File: src/rtl/systolic_pkg.sv
// systolic_pkg: shared defaults and feeder state encoding for the systolic array slice
package systolic_pkg;
  localparam int DEFAULT_ARR_SIZE = 4;
  localparam int DEFAULT_DATA_BW = 16;
  typedef enum logic [1:0] {IDLE, STREAM, DRAIN, DONE} feeder_state_t;
endpackage

File: src/rtl/skew_delay_line.sv
// skew_delay_line: DEPTH-stage shift register with synchronous clear
module skew_delay_line #(
  parameter int WIDTH = 16,
  parameter int DEPTH = 1
) (
  input  logic             clk,
  input  logic             rst,
  input  logic [WIDTH-1:0] din,
  output logic [WIDTH-1:0] dout
);
  logic [WIDTH-1:0] sr [DEPTH];
  always_ff @(posedge clk) begin
    if (rst) begin
      for (int i = 0; i < DEPTH; i++) sr[i] <= '0;
    end else begin
      sr[0] <= din;
      for (int i = 1; i < DEPTH; i++) sr[i] <= sr[i-1];
    end
  end
  assign dout = sr[DEPTH-1];
endmodule

File: src/rtl/systolic_feeder.sv
// systolic_feeder: skews A/B lanes into a diagonal wavefront and frames one array operation
module systolic_feeder
  import systolic_pkg::*;
#(
  parameter int ARR_SIZE = DEFAULT_ARR_SIZE,
  parameter int DATA_BW = DEFAULT_DATA_BW,
  parameter int KLEN_BW = 8
) (
  input  logic                        clk,
  input  logic                        rst,
  input  logic                        start,
  input  logic [KLEN_BW-1:0]          k_len,
  input  logic                        mode_in,
  input  logic                        in_valid,
  output logic                        in_ready,
  input  logic [DATA_BW*ARR_SIZE-1:0] a_vec,
  input  logic [DATA_BW*ARR_SIZE-1:0] b_vec,
  output logic [DATA_BW*ARR_SIZE-1:0] horizontal_input,
  output logic [DATA_BW*ARR_SIZE-1:0] vertical_input,
  output logic                        i_mode,
  output logic                        busy,
  output logic                        done
);
  feeder_state_t state, state_n;
  logic [KLEN_BW-1:0] cnt, cnt_n, cnt_inc, klen_r;
  logic mode_r, accept, last_beat;
  assign in_ready = state == STREAM;
  assign busy = state != IDLE;
  assign done = state == DONE;
  assign i_mode = busy & mode_r;
  assign accept = in_valid & in_ready;
  assign cnt_inc = cnt + 1'b1;
  assign last_beat = cnt_inc == klen_r;
  always_ff @(posedge clk) begin
    if (rst) begin
      state <= IDLE;
      cnt <= '0;
      klen_r <= '0;
      mode_r <= 1'b0;
    end else begin
      state <= state_n;
      cnt <= cnt_n;
      if (state == IDLE && start) begin
        klen_r <= k_len;
        mode_r <= mode_in;
      end
    end
  end
  // cnt counts accepted beats in STREAM, then is reused for the drain length
  always_comb begin
    state_n = state;
    cnt_n = cnt;
    case (state)
      IDLE: begin
        state_n = start ? ((k_len == '0) ? DONE : STREAM) : IDLE;
        cnt_n = '0;
      end
      STREAM: begin
        state_n = (accept && last_beat) ? DRAIN : STREAM;
        cnt_n = accept ? (last_beat ? '0 : cnt_inc) : cnt;
      end
      DRAIN: begin
        state_n = (cnt == KLEN_BW'(ARR_SIZE - 1)) ? DONE : DRAIN;
        cnt_n = cnt_inc;
      end
      default: state_n = IDLE;
    endcase
  end
  // bubbles and idle cycles feed zeros so lanes stay aligned and drain clean
  for (genvar k = 0; k < ARR_SIZE; k++) begin : g_lane
    skew_delay_line #(.WIDTH(DATA_BW), .DEPTH(k + 1)) u_a (
      .clk(clk),
      .rst(rst),
      .din(accept ? a_vec[k*DATA_BW +: DATA_BW] : '0),
      .dout(horizontal_input[k*DATA_BW +: DATA_BW])
    );
    skew_delay_line #(.WIDTH(DATA_BW), .DEPTH(k + 1)) u_b (
      .clk(clk),
      .rst(rst),
      .din(accept ? b_vec[k*DATA_BW +: DATA_BW] : '0),
      .dout(vertical_input[k*DATA_BW +: DATA_BW])
    );
  end
endmodule

File: config.mk
export PLATFORM = sky130hd
export DESIGN_NAME = systolic_feeder
export DESIGN_NICKNAME = d
export VERILOG_FILES = /design/src/rtl/systolic_pkg.sv /design/src/rtl/skew_delay_line.sv /design/src/rtl/systolic_feeder.sv
export SDC_FILE = /design/constraint.sdc
export NUM_CORES = 1
export LEC_CHECK = 0
export CAP_MARGIN = 20
export CORE_ASPECT_RATIO = 1.25
export CORE_MARGIN = 2
export CORE_UTILIZATION = 51
export DETAILED_ROUTE_END_ITERATION = 12
export GPL_ROUTABILITY_DRIVEN = 0
export PLACE_DENSITY = 0.89
export RECOVER_POWER = 50
export REMOVE_ABC_BUFFERS = 1
export SYNTH_ARGS = -nofsm -noshare
export SYNTH_HDL_FRONTEND = slang
export SYNTH_SLANG_ARGS = --single-unit
export TNS_END_PERCENT = 1
File: constraint.sdc
create_clock -name clk -period 3.4 [get_ports clk]
set_input_delay 1.02 -clock clk [delete_from_list [all_inputs] [get_ports clk]]
set_output_delay 1.02 -clock clk [all_outputs]
set_load 0.05 [all_outputs]
==> impl_metrics.env, run 1 <==
export IMPL_fin_util_pct=67.9
export IMPL_synth_seq_area_share_pct=65.7
export IMPL_end_kind="output port"
export IMPL_drc_errors=0
export IMPL_finalSetupViolations=0
export IMPL_io_pins=273
export IMPL_cts_tree="built"
export IMPL_rows=58
export IMPL_syn_area_per_cell_sq_um=11.5
export IMPL_start_kind="flip-flop"
export IMPL_slowest_delay_ns=0.80
export IMPL_maxCapViolCount=2
export IMPL_slew_headroom_pct=-27.0
export IMPL_netlist_area_sq_mm=0.0103
export IMPL_synthToLayoutAreaGrowth_pct=31.7
export IMPL_crit_type="flip-flop to output port"
export IMPL_cp_data_arrival_time_ns=2.14
export IMPL_worst_slew_pin_slew_ns=1.91
export IMPL_synth_cells=902
export IMPL_mostFrequentLayoutCell="dfxtp_1"
export IMPL_synth_cell_types=38
export IMPL_clock_sinks=339
export IMPL_nets=1233
export IMPL_cts_setup_buffers=0
export IMPL_timing_final_crit_share_pct=93.0
export IMPL_clk_pin_slew_ns=0.06
export IMPL_track_usage_pct=17.3
export IMPL_coreArea_sq_mm=0.0200
export IMPL_holdBufCountCts=0
export IMPL_cts_root_buf="clkbuf_16"
export IMPL_finalPower_mw=7.70
export IMPL_hold_viol=0
export IMPL_clk_latency_ns=0.54
export IMPL_antenna_left=0
export IMPL_dr_pass1_iters=5
export IMPL_fmax_mhz=316
export IMPL_die_h_um=163
export IMPL_final_cell_mix="339 x dfxtp_1, 270 x clkdlybuf4s50_1, 193 x nor2b_1"
export IMPL_fin_crit_ns=3.16
export IMPL_finalNonFillerCells=1379
export IMPL_ctsHtreeMaxLevel=1
export IMPL_cp_max_fo=4
export IMPL_die_w_um=131
export IMPL_die_area_sq_mm=0.0214
export IMPL_fill_cells=1480
export IMPL_grt_max_degree=158
export IMPL_grt_overflow=0
export IMPL_grt_pass1_vias=6120
export IMPL_status="finished with violations"
export IMPL_yosysWarnings=0
export IMPL_drv_slew=287
export IMPL_dp_cells=1324
export IMPL_cts_buffers=30
export IMPL_drive_gt1_share_pct=5.68
export IMPL_vdd_ir_drop_max_v=0.000429
export IMPL_grt_first_pass_wirelength_mm=30.1
export IMPL_synth_seq_cells=339
export IMPL_min_path_type="flip-flop to flip-flop"
export IMPL_antenna_found_initial=0
export IMPL_routed_via_count=6083
export IMPL_power_density_mw_per_mm2=566
export IMPL_fin_tns_setup_ns=0
export IMPL_multi_input_area_sq_mm=0.00276
export IMPL_cts_buffer_depth=3
export IMPL_cts_repair_resized=0
export IMPL_post_dp_cell_area_sq_mm=0.0127
export IMPL_slowest_stage="clkdlybuf4s50_1"
export IMPL_p_leak_nw=5.36
export IMPL_port_buffers=272
export IMPL_drt_total_wl_mm=19.1
export IMPL_skew_ns=0.0211
export IMPL_final_cell_area_sq_mm=0.0136
export IMPL_dp_slack_ns=0.778
export IMPL_start_util_pct=51.6
export IMPL_ff_latch_area_sq_mm=0.00679
export IMPL_dp_hpwl_mm=12.6
export IMPL_required_ns=2.38
export IMPL_crit_chain="inv_1, ha_1, nor2b_1, clkdlybuf4s50_1"
export IMPL_drtIter0Drc=274
export IMPL_rsz0062_at_grt="false"
export IMPL_detail_route_wl_per_cell_um=13.8
export IMPL_layout_setup_ws_ns=0.240
export IMPL_drt_vias_per_instance=4.41
export IMPL_timing_hold_ws_ns=0.415
export IMPL_diodes=0
export IMPL_violations="max-capacitance violations, max-slew violations"
path summary, 6_finish.rpt:
| kind | from | cells past startpoint | slack (ns) | endpoint |
|---|---|---|---|---|
| worst max register to register | state[1] | 6 | 0.73 | g_lane[2].u_a.sr[0][13] |
| worst min-delay path | g_lane[2].u_a.sr[0][9] | 1 | 0.42 | g_lane[2].u_a.sr[0][25] |
| worst max-delay path | state[0] | 4 | 0.24 | i_mode |
| worst min register to register | g_lane[2].u_a.sr[0][9] | 1 | 0.42 | g_lane[2].u_a.sr[0][25] |
kinds of logic after synthesis:
| family | after synthesis | share of synthesized area (%) |
|---|---|---|
| adders and majority gates | 6 | 0.727 |
| buffers and inverters | 127 | 7.71 |
| AOI/OAI and AO/OA | 37 | 2.08 |
| and+or+nand+nor | 383 | 22.9 |
| xor gates and xnor gates | 10 | 0.848 |
| DFF | 339 | 65.7 |
cell usage after synthesis (all sizes together):
| cell | instances | share of area, % |
|---|---|---|
| dfxtp | 339 | 66 |
| or3 | 1 | 0.073 |
| nand2 | 25 | 0.91 |
| or4 | 3 | 0.22 |
| and4 | 2 | 0.21 |
| nand4b | 1 | 0.085 |
| a31oi | 3 | 0.18 |
| clkbuf | 38 | 1.4 |
| and4bb | 1 | 0.12 |
| and4b | 1 | 0.097 |
| buf | 84 | 6.2 |
| nand4 | 2 | 0.12 |
| or2 | 1 | 0.061 |
| a311o | 1 | 0.097 |
| nor4bb | 1 | 0.097 |
| and3 | 3 | 0.23 |
| nor4b | 1 | 0.23 |
| ha | 6 | 0.73 |
| nor3b | 1 | 0.12 |
| a211oi | 1 | 0.073 |
| nor2 | 5 | 0.18 |
| a21o | 5 | 0.36 |
| xnor2 | 7 | 0.59 |
| xor2 | 3 | 0.25 |
| inv | 5 | 0.18 |
| a21oi | 19 | 0.92 |
| o21a | 1 | 0.073 |
| o21ai | 6 | 0.29 |
| a311oi | 1 | 0.085 |
| nor4 | 5 | 0.30 |
| and2 | 129 | 7.8 |
| nand3 | 8 | 0.39 |
| nor2b | 193 | 12 |
sequential cells by signal, summed over array words and instances (netlist names):
register       count
g_lane.u_a.sr    160
klen_r             8
mode_r             1
g_lane.u_b.sr    160
cnt                8
state              2
critical path, delay by kind of cell (launching register included):
family,cells,cell delay (ns)
buf+inv,2,0.88
flops,1,0.38
fa+ha+maj,1,0.24
simple gates,1,0.12
layer usage:
metal / vias to the layer above / routed length [um] / track usage, %
met2: 207 / 10200 / 33.4
met1: 2756 / 6650 / 17.0
met3: 47 / 1440 / 5.28
met4: 0 / 754 / 7.56
met5: - / 0 / 0
li1: 3073 / - / -
final cells by class:
type / count / area share (%)
inverter: 5 / 0.138
multi-input combinational: 436 / 20.3
sequential: 339 / 49.9
clock inverter: 12 / 0.515
timing repair buffer: 274 / 20.1
clock buffer: 43 / 6.62
tap: 270 / 2.48
power breakdown:
part | leakage, nW | total (mW) | switching [mW] | internal, mW
logic | 2.13 | 0.423 | 0.197 | 0.226
clock network | 0.488 | 3.23 | 1.39 | 1.84
registers | 2.74 | 4.05 | 0.0191 | 4.04
No activity file was read; power rests on OpenSTA's default activity.
==> run 2: changes to the inputs <==
--- a/config.mk
+++ b/config.mk
@@ -9,6 +9,7 @@
 export CORE_ASPECT_RATIO = 1.25
 export CORE_MARGIN = 2
 export CORE_UTILIZATION = 51
+export CTS_CLUSTER_DIAMETER = 100
 export DETAILED_ROUTE_END_ITERATION = 12
 export GPL_ROUTABILITY_DRIVEN = 0
 export PLACE_DENSITY = 0.89
==> results of run 2 <==
Final layout, timing and power as in run 1 (identical DEF).
==> patch, RTL diff (flow settings as in run 1) <==
Encoding of `feeder_state_t`: now one-hot (4 bits for 4 states).
--- a/src/rtl/systolic_pkg.sv
+++ b/src/rtl/systolic_pkg.sv
@@ -3,5 +3,5 @@
   localparam int DEFAULT_ARR_SIZE = 4;
   localparam int DEFAULT_DATA_BW = 16;
-  typedef enum logic [1:0] {IDLE, STREAM, DRAIN, DONE} feeder_state_t;
+  typedef enum logic [3:0] {IDLE = 4'b0001, STREAM = 4'b0010, DRAIN = 4'b0100, DONE = 4'b1000} feeder_state_t;
 endpackage
 
Check against the original RTL: same outputs for any inputs over 10 cycles, from zero or initial values and one cycle with rst high; not proved beyond that.
==> patch against run 1 <==
The run still ends with max-capacitance violations, max-slew violations left. Synthesized area grew 0.79%. Combinational power shrank 16%. Highest routed layer unchanged. First-iteration DRC count shrank 18%. Synthesized cell count grew 1.2%. Total power grew 0.86%. Wire length grew 4.8%. Largest power group unchanged. Final area grew 1.2%. Count of clock-buffer cells in the layout shrank 5. Sequential cell count grew 2. Clock skew shrank 5.2 ps. Setup slack gained 67 ps.
==> patch: results (changes against run 1) <==
metric	value	unit	change
r2r setup slk	660	ps	-70 ps
WL/cell	14.3	um	+3.4%
Seq/Total Area, Yosys	65.6	%	-0.13 points
GRT Total Usage	17.5	%	+0.21 points
skew final	15.9	ps	-5.24 ps
Area contributors post-synth	dfxtp_1 66%, nor2b_1 12%, and2_1 7.8%		
library cells used by synthesis	48		+26%
Crit. End Element	output pin		
Worst R2R End	cnt[0]$_SDFFE_PP0P_		
outcome	complete, but fails checks		
P_int	6.16	mW	+1.0%
max_cap viols	1		-1
post-layout min period	3090	ps	-66.7 ps
share of layout cells above drive strength 1	6.86	%	+1.2 points
LEAKAGE	5.36	nW	about the same
Reg-to-Reg Start	cnt[0]$_SDFFE_PP0P_		
post-synthesis compound-gate area fraction	3.30	%	+1.2 points
crit path to	done		
Cells after DPL	1338		+1.1%
crit-path max cell delay	850	ps	+50 ps
Iter 0 DRT Violations	225		-18%
adder and majority cell fraction of the synthesized area	0.120	%	-0.61 points
Fill cells	1420		-4.1%
Final Net Count	1242		+0.73%
R2R cell count	8		+2
vias in the first global route	6084		-0.59%
Pre-antenna DRT Iters	4		-1
post-synthesis xor/xnor area fraction	0.421	%	-0.43 points
initial antenna violation count	4		+4
Detailed Place HPWL	13.6	mm	+8.1%
Peak VDD IR	0.000447	V	+4.0%
Vias/cell	4.45		+0.98%
Slew @ Worst Pin	1560	ps	-348 ps
Worst Hold End	g_lane[3].u_a.sr[2][7]$_SDFF_PP0_		
global-route wire length before repair	30.3	mm	+0.60%
non-filler cells, final	1398		+1.4%
DP Worst Slack	284	ps	-494 ps
Yosys Warn Count	0		unchanged
largest net degree at the start of global routing	82		-48%
most frequent cells after synthesis	341 x dfxtp_1, 197 x nor2b_1, 129 x and2_1, 80 x buf_4, 40 x clkbuf_1		
Syn Area/Cell	11.4	um^2	-0.43%
failing checks	max-capacitance violations, max-slew violations		
P_seq	4.04	mW	about the same
Max Slew Vio Count	82		-71%
-- patch: layout make-up --
type                       instances  share of cell area (%)
inverter                           5                   0.136
multi-input combinational        444                    20.3
sequential                       341                    49.6
tap                              270                    2.45
timing repair buffer             278                    20.0
clock inverter                    17                    1.15
antenna                            5                  0.0909
clock buffer                      38                    6.25
-- patch: timing repair --
action | CTS | global route
gates cloned | 0 | 0
hold buffers | 0 | 0
endpoints found under the setup margin | 2 | 2
gates resized for setup | 1 | 2
buffers inserted | 0 | 0
-- patch: routing by layer --
metal	vias up	part of all wire [%]	GRT usage, %
met1	2811	35	17.8
met2	207	52	32.7
li1	3150	-	-
met5	-	0	0
met4	0	4.4	7.91
met3	59	8.1	5.71
-- patch: through the flow --
step           hold slack (ps)  setup TNS [ps]  area [um^2]
2_1_floorplan              414         -278910         9650
3_3_place_gp               416               0        12800
3_5_place_dp               420               0        12800
4_1_cts                    424               0        13800
5_1_grt                    446               0        13800
6_report                   431               0        13800
